--- config.mk ---
export PLATFORM = sky130hd
export DESIGN_NAME = seg_scan_decoder
export DESIGN_NICKNAME = d
export VERILOG_FILES = /design/src/rtl/seg_pkg.sv /design/src/rtl/seg7_to_bcd.sv /design/src/rtl/seg_scan_decoder.sv
export SDC_FILE = /design/constraint.sdc
export NUM_CORES = 1
export LEC_CHECK = 0
export ABC_AREA = 1
export CAP_MARGIN = 20
export CORE_UTILIZATION = 50
export DETAILED_ROUTE_END_ITERATION = 10
export GPL_TIMING_DRIVEN = 0
export HOLD_SLACK_MARGIN = 0.02
export PLACE_DENSITY = 0.72
export SLEW_MARGIN = 30
export SYNTH_ARGS = -nofsm -noshare
export SYNTH_HDL_FRONTEND = slang
export SYNTH_SLANG_ARGS = --single-unit
--- constraint.sdc ---
create_clock -name clk -period 5.3 [get_ports clk]
set_clock_uncertainty 0.15 [all_clocks]
set_input_delay 0.53 -clock clk [delete_from_list [all_inputs] [get_ports clk]]
set_output_delay 0.53 -clock clk [all_outputs]
set_load 0.005 [all_outputs]
--- src/rtl/seg_pkg.sv ---
// Shared constants for the seven-segment scan decoder: legal active-low
// digit patterns (seg[6:0] = g..a), the blank pattern and the per-sample
// capture FSM states.
package seg_pkg;

  localparam logic [6:0] SEG_0     = 7'b1000000;
  localparam logic [6:0] SEG_1     = 7'b1111001;
  localparam logic [6:0] SEG_2     = 7'b0100100;
  localparam logic [6:0] SEG_3     = 7'b0110000;
  localparam logic [6:0] SEG_4     = 7'b0011001;
  localparam logic [6:0] SEG_5     = 7'b0010010;
  localparam logic [6:0] SEG_6     = 7'b0000010;
  localparam logic [6:0] SEG_7     = 7'b1111000;
  localparam logic [6:0] SEG_8     = 7'b0000000;
  localparam logic [6:0] SEG_9     = 7'b0010000;
  localparam logic [6:0] SEG_BLANK = 7'b1111111;

  typedef enum logic [0:0] {
    ST_WAIT_STABLE = 1'b0,
    ST_CAPTURED    = 1'b1
  } scan_state_e;

endpackage

--- src/rtl/seg7_to_bcd.sv ---
// Combinational inverse of the BCD-to-seven-segment decoder: maps an
// active-low segment pattern back to its BCD digit and flags illegal shapes.
module seg7_to_bcd
  import seg_pkg::*;
(
  input  logic [6:0] seg,
  output logic [3:0] bcd,
  output logic       legal
);

  // Pattern lookup; anything that is not one of the ten digits is illegal.
  always_comb begin
    bcd   = 4'd0;
    legal = 1'b1;
    case (seg)
      SEG_0:   bcd = 4'd0;
      SEG_1:   bcd = 4'd1;
      SEG_2:   bcd = 4'd2;
      SEG_3:   bcd = 4'd3;
      SEG_4:   bcd = 4'd4;
      SEG_5:   bcd = 4'd5;
      SEG_6:   bcd = 4'd6;
      SEG_7:   bcd = 4'd7;
      SEG_8:   bcd = 4'd8;
      SEG_9:   bcd = 4'd9;
      default: begin
        bcd   = 4'd0;
        legal = 1'b0;
      end
    endcase
  end

endmodule

--- src/rtl/seg_scan_decoder.sv ---
// Observes a multiplexed active-low seven-segment display (seg/an), waits
// for each digit to be stable, decodes it to BCD and assembles complete
// words that are handed to a consumer with a valid/ready handshake.
module seg_scan_decoder
  import seg_pkg::*;
#(
  parameter int STABLE_CYCLES = 4,
  parameter int NUM_DIGITS    = 4
) (
  input  logic                    clk,
  input  logic                    rst_n,
  input  logic [6:0]              seg,
  input  logic [NUM_DIGITS-1:0]   an,
  input  logic                    out_ready,
  output logic [4*NUM_DIGITS-1:0] word_bcd,
  output logic                    word_valid,
  output logic                    pattern_err,
  output logic [1:0]              err_digit,
  output logic                    overrun
);

  localparam logic [2:0]            CNT_LAST = 3'(STABLE_CYCLES - 1);
  localparam logic [NUM_DIGITS-1:0] ONE      = NUM_DIGITS'(1);

  logic [6:0]              seg_smp, seg_prv;
  logic [NUM_DIGITS-1:0]   an_smp, an_prv;
  logic [2:0]              cnt;
  scan_state_e             state;
  logic [4*NUM_DIGITS-1:0] slot_bcd;
  logic [NUM_DIGITS-1:0]   captured;
  logic [NUM_DIGITS-1:0]   captured_nxt;

  logic [NUM_DIGITS-1:0]   sel_low;
  logic                    selected;
  logic                    same;
  logic                    hold;
  logic [2:0]              cnt_inc;
  logic                    reach;
  logic                    capture_ev;
  logic                    all_captured;
  logic [1:0]              dig_idx;
  logic [3:0]              bcd;
  logic                    legal;

  seg7_to_bcd u_lookup (
    .seg   (seg_smp),
    .bcd   (bcd),
    .legal (legal)
  );

  // Exactly one enable low selects a digit; sel_low is then one-hot.
  assign sel_low      = ~an_smp;
  assign selected     = (sel_low != '0) && ((sel_low & (sel_low - ONE)) == '0);
  assign same         = (seg_smp == seg_prv) && (an_smp == an_prv);
  assign hold         = same && selected;
  assign cnt_inc      = cnt + 3'd1;
  assign reach        = (cnt_inc == CNT_LAST);
  assign capture_ev   = (state == ST_WAIT_STABLE) && hold && reach;
  assign all_captured = &captured;
  // A capture landing on the completion cycle belongs to the next word.
  assign captured_nxt = (all_captured ? '0 : captured) |
                        ((capture_ev && legal) ? sel_low : '0);

  // Encode the selected digit position for error reporting.
  always_comb begin
    dig_idx = 2'd0;
    for (int i = 0; i < NUM_DIGITS; i++) begin
      dig_idx = sel_low[i] ? 2'(i) : dig_idx;
    end
  end

  // Register the raw display bus, and keep the previous sample for the
  // stability comparison.
  always_ff @(posedge clk or negedge rst_n) begin
    if (!rst_n) begin
      seg_smp <= SEG_BLANK;
      an_smp  <= '1;
      seg_prv <= SEG_BLANK;
      an_prv  <= '1;
    end else begin
      seg_smp <= seg;
      an_smp  <= an;
      seg_prv <= seg_smp;
      an_prv  <= an_smp;
    end
  end

  // Stability FSM: count identical selected samples, capture once, then wait
  // for the input to change before arming again.
  always_ff @(posedge clk or negedge rst_n) begin
    if (!rst_n) begin
      state       <= ST_WAIT_STABLE;
      cnt         <= 3'd0;
      pattern_err <= 1'b0;
      err_digit   <= 2'd0;
    end else begin
      pattern_err <= 1'b0;
      case (state)
        ST_WAIT_STABLE: begin
          if (hold) begin
            cnt <= cnt_inc;
            if (reach) begin
              state <= ST_CAPTURED;
              if (!legal) begin
                pattern_err <= 1'b1;
                err_digit   <= dig_idx;
              end
            end
          end else begin
            cnt <= 3'd0;
          end
        end
        ST_CAPTURED: begin
          if (!hold) begin
            state <= ST_WAIT_STABLE;
            cnt   <= 3'd0;
          end
        end
        default: begin
          state <= ST_WAIT_STABLE;
          cnt   <= 3'd0;
        end
      endcase
    end
  end

  // Slot storage, word assembly and consumer handshake.
  always_ff @(posedge clk or negedge rst_n) begin
    if (!rst_n) begin
      slot_bcd   <= '0;
      captured   <= '0;
      word_bcd   <= '0;
      word_valid <= 1'b0;
      overrun    <= 1'b0;
    end else begin
      overrun  <= 1'b0;
      captured <= captured_nxt;
      if (all_captured) begin
        if (!word_valid || out_ready) begin
          word_bcd   <= slot_bcd;
          word_valid <= 1'b1;
        end else begin
          overrun <= 1'b1;
        end
      end else if (word_valid && out_ready) begin
        word_valid <= 1'b0;
      end
      for (int i = 0; i < NUM_DIGITS; i++) begin
        if (capture_ev && legal && sel_low[i]) begin
          slot_bcd[4*i +: 4] <= bcd;
        end
      end
    end
  end

endmodule

# --- Word level (Yosys, flattened, before mapping) ---
# Cells that the tools add are included.
totals:
  elab_cells: 82
  inputBits: 14
  register_bits: 67
  out_inout_bits: 21
op_classes:
  n_reduce_logical: 22
  addsub: 2
  bitwise: 5
  eq_ne: 14
  mux: 23
op_table:
  columns: ["op", "n"]
  rows:
  - ["$pmux 4 s9", 1]
  - ["$eq 7x5->1 const B", 3]
  - ["$eq 7x7->1 const B", 3]
  - ["$eq 7x6->1 const B", 2]
  - ["$mux 1", 14]
  - ["$logic_and 1x1->1", 11]
  - ["$reduce_or 10->1", 1]
  - ["$mux 4", 2]
  - ["$reduce_and 4->1", 2]
  - ["$eq 7x2->1 const B", 1]
  - ["$eq 7x7->1", 1]
  - ["$logic_not 7->1", 1]
  - ["$mux 3", 2]
  - ["$pmux 3 s2", 1]
  - ["$reduce_and 5->1", 1]
  - ["$and 4x4->4", 1]
  - ["$eq 4x4->1", 1]
  - ["$logic_not 4->1", 1]
  - ["$mux 2", 2]
  - ["$not 4->4", 1]
  - ["$or 4x4->4", 1]
  - ["$reduce_bool 4->1", 1]
  - ["$sub 4x1->4 const B", 1]
  - ["$add 3x1->3 const B", 1]
  - ["other kinds (9)", 10]

# --- Longest topological paths before layout ---
# Gate-level depths: netlist of run 1.
depth:
  depth_word: 11
  depth_mapped: 12
  ltp_nobuf: 12

# --- Modules after synthesis ---
# From an unflattened synthesis of run 1, not the netlist that was laid out.
unflattened:
  cells_unflattened: 320
  area_unflattened_um2: 2947.8
by_module_without_submodules:
  columns: ["module", "area_each_um2", "seq_area_each_um2", "instances", "cells_each"]
  rows:
  - ["seg_scan_decoder", 2748.9, 1704.1, 1, 277]
  - ["seg7_to_bcd", 198.9, 0.0, 1, 43]

# --- Worst setup path after synthesis of run 1 ---
# Ideal clock, no wire load.
synth_path:
  kind: "reg2reg"
  from: "register an_smp[1]"
  to: "register err_digit[0]"
  path_buffers: 0
  path_stages_with_launch: 12
  slack_ns: 3.553
  setup_ns: 0.117
  synth_period_minus_slack_ns: 1.747
  t_required_ns: 5.033
  arrival_ns: 1.480
  path_cell_list: "dfstp_2 -> inv_2 -> nand2_2 -> nand2_2 -> nor2_2 -> nand2_2 -> nor2_4 -> nand2_1 -> nor2_1 -> nand2_1 -> nor2_1 -> nor2_1"
synth_via:
  elab_chain_len: 7
  elab_cells_between_ends: 13
  cone_classes: "1 x add/sub; 1 x eq/ne; 3 x mux; 2 x bitwise; 6 x reduce/logical"
synth_rtl:
  columns: ["element", "line", "rtl"]
  rows:
  - ["start, declared", "seg_scan_decoder.sv:26", "logic [NUM_DIGITS-1:0] an_smp, an_prv;"]
  - ["start signal, assigned", "seg_scan_decoder.sv:82", "an_smp <= an;"]
  - ["$not 4->4", "seg_scan_decoder.sv:52", "assign sel_low = ~an_smp;"]
  - ["$sub 4x1->4", "seg_scan_decoder.sv:53", "assign selected = (sel_low != '0) && ((sel_low & (sel_low - ONE)) == '0);"]
  - ["$and 4x4->4", "seg_scan_decoder.sv:53", null]
  - ["$logic_not 4->1", "seg_scan_decoder.sv:53", null]
  - ["$logic_and 1x1->1", "seg_scan_decoder.sv:53", null]
  - ["$logic_and 1x1->1", "seg_scan_decoder.sv:55", "assign hold = same && selected;"]
  - ["$reduce_and 4->1 (no line)", null, null]
  - ["end signal, assigned", "seg_scan_decoder.sv:106", "err_digit <= dig_idx;"]
  - ["end, declared", "seg_scan_decoder.sv:18", "output logic [1:0] err_digit,"]
# Several ways; a longest one is shown, not always the timed one.
# A chain may end at the register's enable or synchronous reset.

# --- Worst setup path in the final report of run 1 ---
layout_path:
  from: "register seg_smp[1]"
  to: "register slot_bcd[6]"
layout_via:
  elab_chain_len: 7
  elab_cells_between_ends: 20
  cone_classes: "10 x eq/ne; 2 x mux; 8 x reduce/logical"
layout_rtl:
  columns: ["element", "line", "rtl"]
  rows:
  - ["start, declared", "seg_scan_decoder.sv:25", "logic [6:0] seg_smp, seg_prv;"]
  - ["start signal, assigned", "seg_scan_decoder.sv:81", "seg_smp <= seg;"]
  - ["parallel branches: the longest is 7 deep, another holds $reduce_or 10->1", null, null]
  - ["end signal, assigned", "seg_scan_decoder.sv:130", "slot_bcd <= '0;"]
  - ["end signal, assigned by index", "seg_scan_decoder.sv:150", "slot_bcd[4*i +: 4] <= bcd;"]
  - ["end, declared", "seg_scan_decoder.sv:29", "logic [4*NUM_DIGITS-1:0] slot_bcd;"]
# Parallel ways; which one is timed is not known.

==> summary.txt, run 1 <==
Min path
  – Hold path startpoint: seg_smp[0]
  – Min-Delay Endpoint: seg_prv[0]
  – Worst hold path class: reg2reg
  – Hold Path Stages: 0

Drt
  – DRT met1 WL: 2.59 mm
  – WL final: around 5.8 mm
  – Drt drc: 0
  – Uppermost routed layer: met4
  – WL met3: 190 µm
  – Via count: roughly 2500
  – Drt pass-1 iters: 4
  – Met2 wire len: 2.88 mm
  – Vias/cell: about 4.9
  – DR iter-0 viols: 79
  – ANT nets after route: 0
  – Drt wl/cell: 11.5 µm

Placement
  – Dpl hpwl: 4.25 mm
  – Setup WS pre-CTS: 3.10 ns
  – RePlAce Congestion: roughly 0.87
  – # port buffers: 34

Setup path
  – Critical path class: reg2reg
  – Worst Setup Start Kind: register
  – CP cell instances: inv_1 > nand2_1 > nand2_2 > nor2_4 > nand3_1 > nor2_1 > nand4_1 > nand2_1 > nand2_1
  – Slowest-stage cell, CP: dfstp_2
  – CP arrival: 2.08 ns
  – Worst EP required: 5.39 ns
  – Reg2Reg Depth: 9
  – Critical path peak fanout: 5
  – Worst stage delay on the critical path: 0.57 ns
  – Crit end category: register
  – CP top delay family: simple AND/OR/NAND/NOR gates
  – Flop-to-flop setup slack: 3.31 ns
  – Origin of the critical flop-to-flop path: seg_smp[1]
  – CP dominant cell by count: nand2_1
  – R2R Path End: slot_bcd[6]
  – Critical path buffers and inverters: 1

Power and ir drop
  – Tot Pwr: 1.07 mW
  – Leakage: 1.98 nW
  – Combinational share of power: 0.061
  – Pwr dens: roughly 290 mW/mm²
  – Seq pwr share: 0.500
  – Switching share of power: 0.238
  – Pint: 818 µW
  – VDD IR max: 0.199 mV
  – Clock share of power: 0.439
  – Psw: 255 µW

Timing
  – Post-layout min period: 1.99 ns
  – Period Utilization, post-route: 0.376
  – Final Hold Vio Count: 0
  – RSZ-0062 raised after global routing: no
  – Worst slew pin tran: 0.421 ns
  – Setup violators final: 0
  – Post-route setup slack: about 3.3 ns
  – Slew Limit Fails: 0
  – Final hold slack: 0.242 ns
  – Rel. slew slack: 0.719
  – Fmax: between 500 and 600 MHz
  – Sum of negative setup slack: 0 ns

Logic synthesis
  – Yosys reg bits: 67
  – Area leader, netlist: dfrtp_1
  – Cells after Synth: 373
  – Share of the synthesized area in the top cell type: 0.366
  – Avg Cell Area, Syn: 8.26 µm²
  – Post-synthesis sequential area ratio: 0.553
  – Commonest cells post-synth: 148 x nand2_1, 45 x dfrtp_1, 43 x nand3_1
  – Synth Net Count: around 390
  – Top cells by area, synth: dfrtp_1 37%, dfstp_2 19%, nand2_1 18%
  – Count leader, synth: nand2_1
  – Ys Warns: 0
  – Async S/R FF share, synth: 1.00
  – Post-Syn Area: 0.00308 mm²
  – Number of synthesized flops with an enable pin: 0
  – Netlist cell types: 26
  – Main synth FF type: dfrtp_1

Clock network
  – Clock Tree Buf Depth: 2
  – Root buf cell: clkbuf_8
  – Post-CTS Setup Repair Bufs: 0
  – Clk sinks: 67
  – CTS tree: yes
  – Reg clk slew, reported paths: 0.08 ns
  – CTS H-tree lvls: 3
  – Clk Latency, worst-skew pair: 0.34 ns
  – CTS resizes: 0
  – Clock buffer count from CTS: 9

Floorplanning
  – Die height: 80.5 µm
  – Core Rows: 28
  – CORE AREA: 0.00592 mm²
  – Total die area: 0.00648 mm²
  – Die Wd: around 80 µm
  – Starting Density: 0.520
  – I/O pins: 35

GRT
  – Pin count of the biggest net entering global routing: 36
  – Global-route wire length before repair: approximately 10 mm
  – Initial antenna violation count: 0
  – Gr ovfl total: 0
  – Vias in the first global route: 2353
  – GRT Overall Usage: 0.208

Flow run
  – Max-cap violation count: 0

Cells and area
  – Multi-input logic area: 0.00119 mm²
  – # fillers: 508
  – Reg area: 0.00170 mm²
  – Syn-to-layout area delta: 22.3%
  – Nets@finish: 436
  – Diodes inserted: 0
  – Layout cell share with drive strength beyond 1: 0.162

Outcome
  – Status: finished, final reports clean
## cells by family (layout without fill, tap and decap cells)
| group | after synthesis | count (layout) | share of synthesized area |
|---|---|---|---|
| xor+xnor | 1 | 1 | 0.00284 |
| fa+ha+maj | 2 | 2 | 0.00813 |
| flops | 67 | 67 | 0.553 |
| simple gates | 249 | 249 | 0.361 |
| compound gates | 9 | 9 | 0.0154 |
| buf+inv | 45 | 97 | 0.0593 |
## through the flow
stage | instance area (µm²) | utilization | cells
3_5_place_dp | 3530 | 0.596 | 483
5_1_grt | 3770 | 0.636 | 500
2_1_floorplan | 3080 | - | 373
6_report | 3770 | 0.636 | 500
3_3_place_gp | 3510 | 0.593 | 482
4_1_cts | 3770 | 0.636 | 500
## placed cells by master (no fill, tap or decap)
master	Yosys	layout
nand2_1	148	148
dfrtp_1	45	45
nand3_1	43	43
clkdlybuf4s50_1	0	33
inv_1	32	32
nor2_1	32	32
dfstp_2	22	22
clkbuf_8	0	9
inv_2	7	7
nand2_2	7	7
o21ai_0	6	6
nand4_1	5	5
clkbuf_1	4	4
nor2_2	4	4
nor2_4	3	3
a21oi_1	2	2
ha_1	2	2
clkinvlp_4	0	2
clkinv_4	0	2
bufinv_16	0	2
nor4_2	1	1
nand3_2	1	1
nor3_2	1	1
nand2_4	1	1
xnor2_1	1	1
inv_4	1	1
a211oi_1	1	1
nand3_4	1	1
nor2_8	1	1
buf_8	1	1
nor3_1	1	1
inv_6	0	1
dlygate4sd3_1	0	1
buf_4	0	1
buf_12	0	1
## cell type report
class / instances / share of cell area
inverters: 40 / 0.0405
plain buffers: 5 / 0.00797
well taps: 75 / 0.0249
repair buffers: 36 / 0.0977
clock inverters: 7 / 0.0269
clock buffers: 9 / 0.0329
flip-flops and latches: 67 / 0.452
multi-input cells: 261 / 0.317
## power by group through the flow
stage                     sequential [mW]  clock [mW]  combinational [mW]
after global routing                0.538       0.505              0.0753
after floorplan                     0.544           0              0.0367
final                               0.537       0.472              0.0652
after CTS                           0.536       0.484              0.0664
after detailed placement            0.546           0              0.0655
after global placement              0.545           0              0.0622
## routing by layer
| layer | global-route usage | up-vias |
|---|---|---|
| li1 | - | 1257 |
| met1 | 0.242 | 1137 |
| met2 | 0.346 | 58 |
| met3 | 0.0648 | 11 |
| met4 | 0.100 | 0 |
| met5 | 0 | - |
## sequential cells by signal (all words and copies together) (netlist names)
| register | count |
|---|---|
| slot_bcd | 16 |
| word_bcd | 16 |
| seg_prv | 7 |
| seg_smp | 7 |
| an_prv | 4 |
| an_smp | 4 |
| captured | 4 |
| cnt | 3 |
| err_digit | 2 |
| overrun | 1 |
| pattern_err | 1 |
| state | 1 |
| word_valid | 1 |
## how the worst max path moves through the flow
stage	startpoint	endpoint	cells past startpoint
global route	an_smp[3]	slot_bcd[12]	9
global placement	rst_n	cnt[0]	1
floorplan	an_smp[1]	err_digit[0]	11
finish	seg_smp[1]	slot_bcd[6]	9
detailed placement	out_ready	word_bcd[7]	7
CTS	seg_smp[4]	slot_bcd[13]	9
## what timing repair did
item / CTS / global route
endpoints found under the hold margin: 31 / 0
setup endpoints to repair: 0 / 0
hold buffers: 1 / 0
Power figures use the tool's default switching activity.
==> inputs of run 2 (changes only) <==
--- a/config.mk
+++ b/config.mk
@@ -11,7 +11,7 @@
 export DETAILED_ROUTE_END_ITERATION = 10
 export GPL_TIMING_DRIVEN = 0
 export HOLD_SLACK_MARGIN = 0.02
-export PLACE_DENSITY = 0.72
+export PLACE_DENSITY = 0.75
 export SLEW_MARGIN = 30
 export SYNTH_ARGS = -nofsm -noshare
 export SYNTH_HDL_FRONTEND = slang
==> constraint.sdc (replaced) <==
create_clock -name clk -period 1.6 [get_ports clk]
set_clock_uncertainty 0.15 [all_clocks]
set_input_delay 0.16 -clock clk [delete_from_list [all_inputs] [get_ports clk]]
set_output_delay 0.16 -clock clk [all_outputs]
set_load 0.005 [all_outputs]
==> run 2 against run 1 <==
The flow now finishes with violations (negative setup slack). Largest power group unchanged. Routed wire length increased by 11%. Critical endpoint is now slot_bcd[4]. Worst hold slack worse by 0.17 ns. Power increased to 3.2 times the previous value. Final cell count increased by 4.6%. Global-route usage about the same.
==> summary.txt, run 2 (synthesis gave the netlist of run 1 again) <==
GRT
  – GRT Overall Usage: 0.208 (about the same)
  – Global-route wire length before repair: 10.0 mm (+0.48%)
  – Gr ovfl total: 0 (unchanged)
  – Pin count of the biggest net entering global routing: 43 (+19%)
  – Initial antenna violation count: 0 (unchanged)
  – Vias in the first global route: 2369 (+0.68%)

Drt
  – Vias/cell: 4.94 (+0.22%)
  – WL final: 6.42 mm (+11%)
  – Drt drc: 0 (unchanged)
  – DR iter-0 viols: 93 (+18%)
  – ANT nets after route: 0 (unchanged)
  – Drt wl/cell: 12.3 µm (+6.3%)
  – Via count: 2582 (+4.8%)
  – Drt pass-1 iters: 4 (unchanged)

Power and ir drop
  – VDD IR max: 0.575 mV (+190%)
  – Pwr dens: 823 mW/mm² (+190%)
  – Leakage: 2.13 nW (+8.0%)

Cells and area
  – Most frequent cells in the layout: 128 x nand2_1, 45 x dfrtp_1, 33 x clkdlybuf4s50_1
  – Syn-to-layout area delta: 35.1%
  – Layout cell share with drive strength beyond 1: 0.313 (+0.150)
  – Largest regs: slot_bcd: 16 flops, word_bcd: 16 flops
  – Reg area: 0.00170 mm² (unchanged)
  – Post-route cell area: 0.00416 mm² (+10%)
  – # fillers: 445 (-12%)
  – Multi-input logic area: 0.00139 mm² (+17%)
  – Nets@finish: 459 (+5.3%)
  – Diodes inserted: 0 (unchanged)
  – Commonest non-fill, non-tap cell in the layout: nand2_1
  – Fin cells: 523 (+4.6%)

Timing
  – RSZ-0062 raised after global routing: yes
  – Slew Limit Fails: 0 (unchanged)
  – Final Hold Vio Count: 0 (unchanged)
  – Rel. slew slack: 0.660 (-0.0593)
  – Worst slew pin tran: 0.509 ns (+0.0871 ns)
  – Post-layout min period: 1.98 ns (-0.0153 ns)
  – Post-route setup slack: -0.376 ns (-3.68 ns)
  – Setup violators final: 27 (+27)
  – Period Utilization, post-route: 1.23 (+0.859)
  – Fmax: 506 MHz (+0.77%)
  – Sum of negative setup slack: -7.54 ns (-7.54 ns)

Placement
  – Placement Cell Area: 0.00355 mm² (+0.43%)
  – Placed cells: 483 (unchanged)
  – Dpl hpwl: 4.18 mm (-1.7%)
  – # port buffers: 34 (unchanged)
  – RePlAce Congestion: 0.873 (+0.68%)

Floorplanning
  – Core Rows: 28 (unchanged)
  – Starting Density: 0.520 (unchanged)
  – Die Wd: 80.5 µm (unchanged)
  – Total die area: 0.00648 mm² (unchanged)
  – CORE AREA: 0.00592 mm² (unchanged)
  – Die height: 80.5 µm (unchanged)
  – I/O pins: 35 (unchanged)

Setup path
  – CP arrival: 2.11 ns (+0.03 ns)
  – CP dominant cell by count: nand2_1
  – Crit end category: register
  – Critical path peak fanout: 5 (unchanged)
  – Slowest-stage cell, CP: dfstp_2
  – Worst EP required: 1.74 ns (-3.65 ns)
  – Worst stage delay on the critical path: 0.59 ns (+0.02 ns)
  – CP cell instances: inv_4 > nand2_1 > nand2_1 > nor2_1 > nand2_1 > nor2_4 > nand3_4 > nor2_8 > clkbuf_16 > nand3_1 > nand2_1
  – Worst Setup Start Kind: register
  – Critical path class: reg2reg

Clock network
  – Clock Tree Buf Depth: 2 (unchanged)
  – Reg clk slew, reported paths: 0.07 ns (about the same)
  – CTS tree: yes
  – CTS H-tree lvls: 3 (unchanged)
  – Clk Latency, worst-skew pair: 0.34 ns (about the same)
  – Clock buffer count from CTS: 9 (unchanged)
  – Root buf cell: clkbuf_8
  – Clk sinks: 67 (unchanged)

Outcome
  – Status: complete, but fails checks
  – Failing checks: negative setup slack

Min path
  – Worst hold path class: in2reg

Flow run
  – Max-cap violation count: 0 (unchanged)
[run 2: cell types whose count changed in the layout (fill, tap and decap cells not counted), moves of 4 or more]
cell / delta
nor2_4: +6
o21ai_1: +4
nand3_1: -14
nand3_2: +14
o21ai_0: -4
nand2_2: +19
nor2_1: -8
buf_4: +19
nand2_1: -20
[run 2: area by class of cell]
cell class | count | area share
Timing Repair Buffer | 60 | 0.142
Multi-Input combinational cell | 261 | 0.335
Tap cell | 75 | 0.0225
Clock inverter | 3 | 0.00962
Inverter | 40 | 0.0385
Clock buffer | 13 | 0.0358
Buffer | 4 | 0.00752
Sequential cell | 67 | 0.409
[run 2: timing repair]
action / in CTS / in global routing
hold buffers: 1 / 0
hold endpoints to repair: 67 / 0
pin swaps: 5 / 43
cloned: 0 / 1
setup endpoints to repair: 37 / 45
resized for setup: 11 / 56
buffers inserted: 14 / 9
[run 2: critical path, delay by kind of cell, from the launching register on]
family                 cells  cell delay, ns
buffers and inverters      2            0.22
and+or+nand+nor            9            0.97
DFF                        1            0.59
[run 2: through the flow]
stage	utilization	hold slack [ns]	setup WS, ns	total power, mW
floorplan	-	-0.286	-0.128	1.92
global placement	0.596	0.230	-1.85	2.01
detailed placement	0.599	-0.0698	-0.323	2.02
CTS	0.656	0.0555	-0.292	3.40
global route	0.703	0.0581	-0.470	3.57
finish	0.703	0.0756	-0.376	3.43
[run 2: path summary, 6_finish.rpt]
kind	startpoint	end	slack [ns]	depth (start not counted)
max	an_smp[0]	slot_bcd[4]	-0.38	11
min	an[2]	an_smp[2]	0.08	1
max reg2reg	an_smp[0]	slot_bcd[4]	-0.38	11
min reg2reg	seg_smp[1]	seg_prv[1]	0.24	0
max in group asynchronous	rst_n	err_digit[0]	0.68	3
min in group asynchronous	rst_n	word_bcd[3]	0.11	2
[run 2: layer usage]
| metal | wire [µm] | part of all wire | track usage | up-vias |
|---|---|---|---|---|
| li1 | - | - | - | 1301 |
| met1 | 2750 | 0.43 | 0.239 | 1217 |
| met2 | 3310 | 0.52 | 0.358 | 53 |
| met3 | 230 | 0.036 | 0.0534 | 11 |
| met4 | 122 | 0.019 | 0.102 | 0 |
| met5 | 0 | 0 | 0 | - |
[run 2: power breakdown]
| part | total, mW | switching, mW | internal (mW) |
|---|---|---|---|
| Clock | 1.35 | 0.588 | 0.759 |
| Combinational | 0.301 | 0.177 | 0.124 |
| Sequential | 1.78 | 0.0325 | 1.75 |
| Total | 3.43 | 0.797 | 2.63 |
